**config.mk**
```make
export PLATFORM = sky130hd
export DESIGN_NAME = ebab_bus_arbiter
export DESIGN_NICKNAME = d
export VERILOG_FILES = /design/src/rtl/ebab_bus_arbiter.sv
export SDC_FILE = /design/constraint.sdc
export NUM_CORES = 1
export LEC_CHECK = 0
export CORE_MARGIN = 5
export CORE_UTILIZATION = 44
export CTS_BUF_LIST = sky130_fd_sc_hd__clkbuf_8
export DETAILED_ROUTE_END_ITERATION = 7
export GPL_ROUTABILITY_DRIVEN = 1
export PLACE_DENSITY = 0.88
export SLEW_MARGIN = 20
export SYNTH_ARGS = -nofsm -noshare
export SYNTH_HDL_FRONTEND = slang
export SYNTH_SLANG_ARGS = --single-unit
```
**constraint.sdc**
```tcl
create_clock -name CLOCK_50 -period 4.6 [get_ports CLOCK_50]
set_clock_uncertainty 0.05 [all_clocks]
set_input_delay 0.69 -clock CLOCK_50 [delete_from_list [all_inputs] [get_ports CLOCK_50]]
set_output_delay 0.69 -clock CLOCK_50 [all_outputs]
set_load 0.1 [all_outputs]
```
**src/rtl/ebab_bus_arbiter.sv**
```systemverilog
// ---------------------------------------------------------------------------
// ebab_bus_arbiter
//  Two-requester round-robin arbiter for the external Avalon bus-master
//  bridge (EBAB) port. Requester 0 is the video-in -> VGA pixel-copy engine,
//  requester 1 is the key-highlight overlay drawer. One read or write is in
//  flight on the bridge at a time.
//
//  Optional feature: define EBAB_ARB_TIMEOUT_EN to build a bus-ack watchdog
//  that aborts a transaction after TIMEOUT_CYC cycles in BUSY.
//
//  Ports
//   CLOCK_50, RESET_N          clock, synchronous active-low reset
//   rqN_addr/byte_enable       requester address and byte mask
//   rqN_read/write             requester strobes, held until rqN_ack
//   rqN_write_data             requester write data
//   rqN_ack                    one-cycle completion pulse
//   rqN_read_data              read data, held between acks
//   bus_*                      registered bridge master interface
//   bus_ack, bus_read_data     bridge acknowledge and read data
//   grant                      index of current/last granted requester
//   stray_ack                  sticky: bus_ack seen outside BUSY
//   timeout_flag               sticky: watchdog abort occurred
// ---------------------------------------------------------------------------
module ebab_bus_arbiter #(
   parameter int unsigned ADDR_W      = 32,
   parameter int unsigned DATA_W      = 32,
   parameter int unsigned BE_W        = 4,
   parameter int unsigned TIMEOUT_CYC = 1023
) (
   input  logic              CLOCK_50,
   input  logic              RESET_N,

   input  logic [ADDR_W-1:0] rq0_addr,
   input  logic [BE_W-1:0]   rq0_byte_enable,
   input  logic              rq0_read,
   input  logic              rq0_write,
   input  logic [DATA_W-1:0] rq0_write_data,
   output logic              rq0_ack,
   output logic [DATA_W-1:0] rq0_read_data,

   input  logic [ADDR_W-1:0] rq1_addr,
   input  logic [BE_W-1:0]   rq1_byte_enable,
   input  logic              rq1_read,
   input  logic              rq1_write,
   input  logic [DATA_W-1:0] rq1_write_data,
   output logic              rq1_ack,
   output logic [DATA_W-1:0] rq1_read_data,

   output logic [ADDR_W-1:0] bus_addr,
   output logic [BE_W-1:0]   bus_byte_enable,
   output logic              bus_read,
   output logic              bus_write,
   output logic [DATA_W-1:0] bus_write_data,
   input  logic              bus_ack,
   input  logic [DATA_W-1:0] bus_read_data,

   output logic              grant,
   output logic              stray_ack,
   output logic              timeout_flag
);

   typedef enum logic [1:0] {
      ST_IDLE = 2'd0,
      ST_BUSY = 2'd1,
      ST_ACK  = 2'd2
   } state_t;

   state_t            state, state_nx;
   logic              last_grant, last_grant_nx;
   logic              grant_nx;
   logic [ADDR_W-1:0] bus_addr_nx;
   logic [BE_W-1:0]   bus_byte_enable_nx;
   logic              bus_read_nx, bus_write_nx;
   logic [DATA_W-1:0] bus_write_data_nx;
   logic              rq0_ack_nx, rq1_ack_nx;
   logic [DATA_W-1:0] rq0_read_data_nx, rq1_read_data_nx;
   logic              stray_ack_nx;

   // Request decode and round-robin selection
   logic              req0_c, req1_c, sel_c;
   logic [ADDR_W-1:0] sel_addr_c;
   logic [BE_W-1:0]   sel_be_c;
   logic [DATA_W-1:0] sel_wdata_c;
   logic              sel_read_c, sel_write_c;

   assign req0_c      = rq0_read | rq0_write;
   assign req1_c      = rq1_read | rq1_write;
   // On a tie the requester that did not win last time goes first.
   assign sel_c       = (req0_c & req1_c) ? ~last_grant : req1_c;
   assign sel_addr_c  = sel_c ? rq1_addr        : rq0_addr;
   assign sel_be_c    = sel_c ? rq1_byte_enable : rq0_byte_enable;
   assign sel_wdata_c = sel_c ? rq1_write_data  : rq0_write_data;
   assign sel_write_c = sel_c ? rq1_write       : rq0_write;
   // Read+write together is treated as a write.
   assign sel_read_c  = (sel_c ? rq1_read : rq0_read) & ~sel_write_c;

`ifdef EBAB_ARB_TIMEOUT_EN
   localparam int unsigned CNT_W =
      ($clog2(TIMEOUT_CYC + 1) > 10) ? $clog2(TIMEOUT_CYC + 1) : 10;
   localparam logic [DATA_W-1:0] TIMEOUT_DATA = DATA_W'(32'hDEAD_BEEF);

   logic [CNT_W-1:0] wd_cnt, wd_cnt_nx;
   logic             timeout_flag_nx;
`else
   logic unused_timeout_c;
   assign unused_timeout_c = ^{32'(TIMEOUT_CYC)};
   assign timeout_flag     = 1'b0;
`endif

   // Completion of the granted transaction (bus ack or watchdog abort)
   logic              done_c;
   logic [DATA_W-1:0] done_data_c;

   // Next-state and registered-output logic
   always_comb begin
      state_nx           = state;
      last_grant_nx      = last_grant;
      grant_nx           = grant;
      bus_addr_nx        = bus_addr;
      bus_byte_enable_nx = bus_byte_enable;
      bus_read_nx        = bus_read;
      bus_write_nx       = bus_write;
      bus_write_data_nx  = bus_write_data;
      rq0_ack_nx         = 1'b0;
      rq1_ack_nx         = 1'b0;
      rq0_read_data_nx   = rq0_read_data;
      rq1_read_data_nx   = rq1_read_data;
      stray_ack_nx       = stray_ack | (bus_ack & (state != ST_BUSY));
      done_c             = 1'b0;
      done_data_c        = bus_read_data;
`ifdef EBAB_ARB_TIMEOUT_EN
      wd_cnt_nx          = wd_cnt;
      timeout_flag_nx    = timeout_flag;
`endif

      case (state)
         ST_IDLE: begin
            if (req0_c | req1_c) begin
               bus_addr_nx        = sel_addr_c;
               bus_byte_enable_nx = sel_be_c;
               bus_write_data_nx  = sel_wdata_c;
               bus_read_nx        = sel_read_c;
               bus_write_nx       = sel_write_c;
               grant_nx           = sel_c;
               last_grant_nx      = sel_c;
               state_nx           = ST_BUSY;
`ifdef EBAB_ARB_TIMEOUT_EN
               wd_cnt_nx          = '0;
`endif
            end
         end

         ST_BUSY: begin
            if (bus_ack) begin
               done_c = 1'b1;
`ifdef EBAB_ARB_TIMEOUT_EN
            end else if (wd_cnt == CNT_W'(TIMEOUT_CYC - 1)) begin
               // Bridge never answered: abort with a recognisable pattern.
               done_c          = 1'b1;
               done_data_c     = TIMEOUT_DATA;
               timeout_flag_nx = 1'b1;
            end else begin
               wd_cnt_nx = wd_cnt + CNT_W'(1);
`endif
            end
         end

         ST_ACK: begin
            state_nx = ST_IDLE;
         end

         default: begin
            state_nx = ST_IDLE;
         end
      endcase

      if (done_c) begin
         bus_read_nx  = 1'b0;
         bus_write_nx = 1'b0;
         state_nx     = ST_ACK;
         if (grant) begin
            rq1_ack_nx       = 1'b1;
            rq1_read_data_nx = done_data_c;
         end else begin
            rq0_ack_nx       = 1'b1;
            rq0_read_data_nx = done_data_c;
         end
      end
   end

   // State and output registers
   always_ff @(posedge CLOCK_50) begin
      if (!RESET_N) begin
         state           <= ST_IDLE;
         last_grant      <= 1'b1;
         grant           <= 1'b0;
         bus_addr        <= '0;
         bus_byte_enable <= '0;
         bus_read        <= 1'b0;
         bus_write       <= 1'b0;
         bus_write_data  <= '0;
         rq0_ack         <= 1'b0;
         rq1_ack         <= 1'b0;
         rq0_read_data   <= '0;
         rq1_read_data   <= '0;
         stray_ack       <= 1'b0;
`ifdef EBAB_ARB_TIMEOUT_EN
         wd_cnt          <= '0;
         timeout_flag    <= 1'b0;
`endif
      end else begin
         state           <= state_nx;
         last_grant      <= last_grant_nx;
         grant           <= grant_nx;
         bus_addr        <= bus_addr_nx;
         bus_byte_enable <= bus_byte_enable_nx;
         bus_read        <= bus_read_nx;
         bus_write       <= bus_write_nx;
         bus_write_data  <= bus_write_data_nx;
         rq0_ack         <= rq0_ack_nx;
         rq1_ack         <= rq1_ack_nx;
         rq0_read_data   <= rq0_read_data_nx;
         rq1_read_data   <= rq1_read_data_nx;
         stray_ack       <= stray_ack_nx;
`ifdef EBAB_ARB_TIMEOUT_EN
         wd_cnt          <= wd_cnt_nx;
         timeout_flag    <= timeout_flag_nx;
`endif
      end
   end

endmodule
```
==> parameters.txt <==
Parameter                              Value

Setup path
  Worst setup path class ... reg2out
  Buf+Inv Stages, Crit Path ... 1
  Path length in cells of the critical path ... 1
  Crit-path max FO ... 6
  CP cell instances ... clkdlybuf4s50_1
  Crit path capture type ... output pin
  Cell with the largest stage delay on the worst path ... sky130_fd_sc_hd__clkdlybuf4s50_1
  R2r worst-path depth ... 4
  Critical R2R Launch ... state[1]$_SDFFE_PN0P_
  Critical path's largest stage delay ... 1.21 ns
  Crit path arrival time ... 2.11 ns
  Worst endpoint required time ... 3.86 ns
  Nature of the critical path startpoint ... flop
  Family with the most delay on the worst path ... buffers and inverters
  Capture point of the worst reg-to-reg path ... bus_byte_enable[0]$_SDFFE_PN0P_
  Minimum setup slack among reg-to-reg paths ... 2.39 ns

Timing
  Slew @ Worst Pin ... 1.09 ns
  Tcrit/Tclk final ... 62.0%
  Remaining max-slew budget at the tightest pin ... 27.4%
  Slew Limit Fails ... 0
  Top achievable clock speed ... 351 MHz
  Number of hold-slack violations in the final timing report ... 0
  Number of failing setup endpoints in the final timing report ... 0
  Total Negative Setup Slacks ... 0 ns
  Clock period minus final worst setup slack ... 2.85 ns
  Setup repair after global routing missed its margin ... no

Final layout
  Growth of design area from synthesis to finish ... 58.6%
  Layout net count ... 1,164
  Post-route cell area ... 9580 µm²
  Share of cells above drive strength 1 ... 7.58%
  Final core occ ... 71.7%
  Fillcell total ... 1,011

Clock tree
  Maximum root-to-sink buffer count ... 2
  CTS tree ... built
  TritonCTS buffer count ... 17
  Number of H-tree branching levels ... 4
  Post-CTS Hold Buffers ... 0
  Clock Tree Root ... sky130_fd_sc_hd__clkbuf_8
  Post-CTS repair timing setup buffer count ... 0
  Clock sink count ... 141
  Later-pin clock latency in the skew report ... 0.43 ns
  Quantity of gates resized following cts ... 0
  Clk slew on worst S/H paths ... 0.07 ns

Place
  Total half-perimeter wirelength after legalization and detailed placement ... 15.5 mm
  PortBufs ... 312
  Global placer's final weighted congestion ... 0.832
  Area after detailed placement ... 9120 µm²

Floorplanning
  Placeable core region ... 13,300 µm²
  Overall die width ... 127 µm
  Number of core rows ... 42
  Number of I/O pins ... 314
  Vert. Die Dim ... 127 µm
  Initial core utilization ... 45.2%
  Area enclosed by the die boundary ... 16,200 µm²

GRT
  Gr ovfl total ... 0
  Maximum number of pins on one net before global-route repair ... 75
  First-pass GRT wire length ... 34.3 mm
  Number of global-route vias before repair ... 6,482
  Initial antenna violation count ... 1
  Total routing resource utilization after global routing ... 26.5%

Synth
  Post-synth top cells ... 141 x sky130_fd_sc_hd__dfxtp_1, 130 x sky130_fd_sc_hd__nand2_1, 124 x sky130_fd_sc_hd__a21oi_1
  Main area contributors after synthesis ... sky130_fd_sc_hd__dfxtp_1 47%, sky130_fd_sc_hd__a21oi_1 10%, sky130_fd_sc_hd__a311oi_1 8.6%
  Instance count of the mapped netlist ... 728
  Portion of the post-synthesis area used by sequential elements ... 46.8%
  Post-synth top area share ... 46.8%
  Post-synthesis cell area ... 6040 µm²
  Per-instance average area after synthesis ... 8.29 µm²
  Count of yosys warnings during synthesis ... 0
  Number of flops mapped to enable cells by yosys ... 0
  Post-Synthesis Net Count ... 903
  Netlist cell types ... 38
  Fraction of synthesis flops using an asynchronous set or reset pin ... 0%
  Cell with the most instances after synthesis ... sky130_fd_sc_hd__dfxtp_1
  Flip-flop and latch count after synthesis ... 141
  Area leader, netlist ... sky130_fd_sc_hd__dfxtp_1
  Prevailing post-synth register cell ... sky130_fd_sc_hd__dfxtp_1

Detailed routing
  Routed vias/inst ... 5.65
  Average wire per standard cell ... 18.9 µm
  Length of the first detailed-routing pass in iterations ... 7
  First DRT Iteration DRCs ... 561
  Total Routed Length ... 22.3 mm
  Antenna violation net count after detailed routing ... 0
  Total vias in the final route ... 6,664
  DRC violations left ... 0

Hold path
  Hold Path End ... rq0_read_data[25]$_SDFFE_PN0P_
  Worst hold-check path type ... reg2reg
  Hold Path Cell Cnt ... 2
  Hold wc startpoint ... rq0_read_data[25]$_SDFFE_PN0P_

Outcome
  Result of the run ... finished clean

Power and ir drop
  Worst vdd rail ir drop ... 238 µV
  Cell Pwr Density ... 408 nW/µm²
  Static leakage ... 0.00325 µW

Flow run
  Number of maximum-capacitance constraint violations ... 0
cells by family (layout without fill, tap and decap cells):
family / Yosys count / count (layout) / share of synthesized area [%]
buffers and inverters: 85 / 359 / 7.25
other: 1 / 2 / 0.0621
AO/OA/AOI/OAI: 280 / 280 / 29.6
AND/OR/NAND/NOR: 221 / 221 / 16.3
flip-flops: 141 / 141 / 46.8
per-layer routing:
layer	vias to the layer above	part of all wire, %	GRT usage (%)
li1	3158	-	-
met2	379	48	43.9
met1	3069	37	30.9
met4	0	4.0	12.6
met3	58	11	9.06
met5	-	0	0
power by group:
group,internal [µW],leakage [µW],switching (µW)
registers,1320,0.00116,58.9
clock network,652,0.000227,465
logic,409,0.00186,1010
total,2380,0.00325,1530
area by class of cell:
class	count	area, µm²	share of cell area (%)
Antenna cell	1	2.50	0.0261
Clock inverter	14	200	2.09
Multi-Input combinational cell	502	2820	29.5
Tap cell	176	220	2.30
Inverter	1	6.26	0.0653
Timing Repair Buffer	326	3250	34.0
Sequential cell	141	2820	29.5
Clock buffer	18	248	2.59
sequential cells by signal, summed over array words and instances, names as in the netlist:
signal and cells:
stray_ack 1, rq0_read_data 32, grant 1, rq0_ack 1
rq1_read_data 32, last_grant 1, bus_addr 32, bus_write_data 32
bus_byte_enable 4, rq1_ack 1, bus_read 1, bus_write 1
state 2
worst register-to-register path: cells and delay by family, from the launching register on:
family	cells	cell delay (ns)
flip-flops	1	0.42
AO/OA/AOI/OAI	1	0.13
buffers and inverters	1	0.41
AND/OR/NAND/NOR	2	1.05
worst max path at each step:
stage | start | end | slack [ns]
6_report | grant$_SDFFE_PN0P_ | grant | 1.75
5_1_grt | grant$_SDFFE_PN0P_ | grant | 1.65
4_1_cts | grant$_SDFFE_PN0P_ | grant | 1.71
3_5_place_dp | rq1_read | bus_addr[11]$_SDFFE_PN0P_ | 1.32
3_3_place_gp | rq1_read | bus_addr[13]$_SDFFE_PN0P_ | 1.37
2_1_floorplan | grant$_SDFFE_PN0P_ | rq0_read_data[22]$_SDFFE_PN0P_ | 2.59
stage by stage:
stage | hold slack, ns | power, µW | std cells | setup WS, ns
5_1_grt | 0.422 | 4050 | 1179 | 1.65
3_3_place_gp | 0.391 | 2800 | 1146 | 1.37
2_1_floorplan | 0.465 | 2390 | 728 | 2.59
6_report | 0.405 | 3910 | 1179 | 1.75
3_5_place_dp | 0.396 | 2810 | 1146 | 1.32
4_1_cts | 0.406 | 3930 | 1178 | 1.71
cells in the final DEF, fill, tap and decap left out, types with 3 or more instances in the layout:
cell	n
sky130_fd_sc_hd__nor2_4	3
sky130_fd_sc_hd__o21ai_0	67
sky130_fd_sc_hd__clkinvlp_4	3
sky130_fd_sc_hd__a21oi_1	124
sky130_fd_sc_hd__a21oi_2	11
sky130_fd_sc_hd__buf_4	12
sky130_fd_sc_hd__a311oi_2	10
sky130_fd_sc_hd__a311oi_1	59
sky130_fd_sc_hd__clkinv_2	4
sky130_fd_sc_hd__clkbuf_8	18
sky130_fd_sc_hd__dfxtp_1	141
sky130_fd_sc_hd__nand2_1	130
sky130_fd_sc_hd__nand3_1	70
sky130_fd_sc_hd__clkdlybuf4s50_1	312
sky130_fd_sc_hd__o21ai_1	3
sky130_fd_sc_hd__nor2_1	5
sky130_fd_sc_hd__bufinv_16	5
Note: power is estimated with default switching activity, not from simulation.
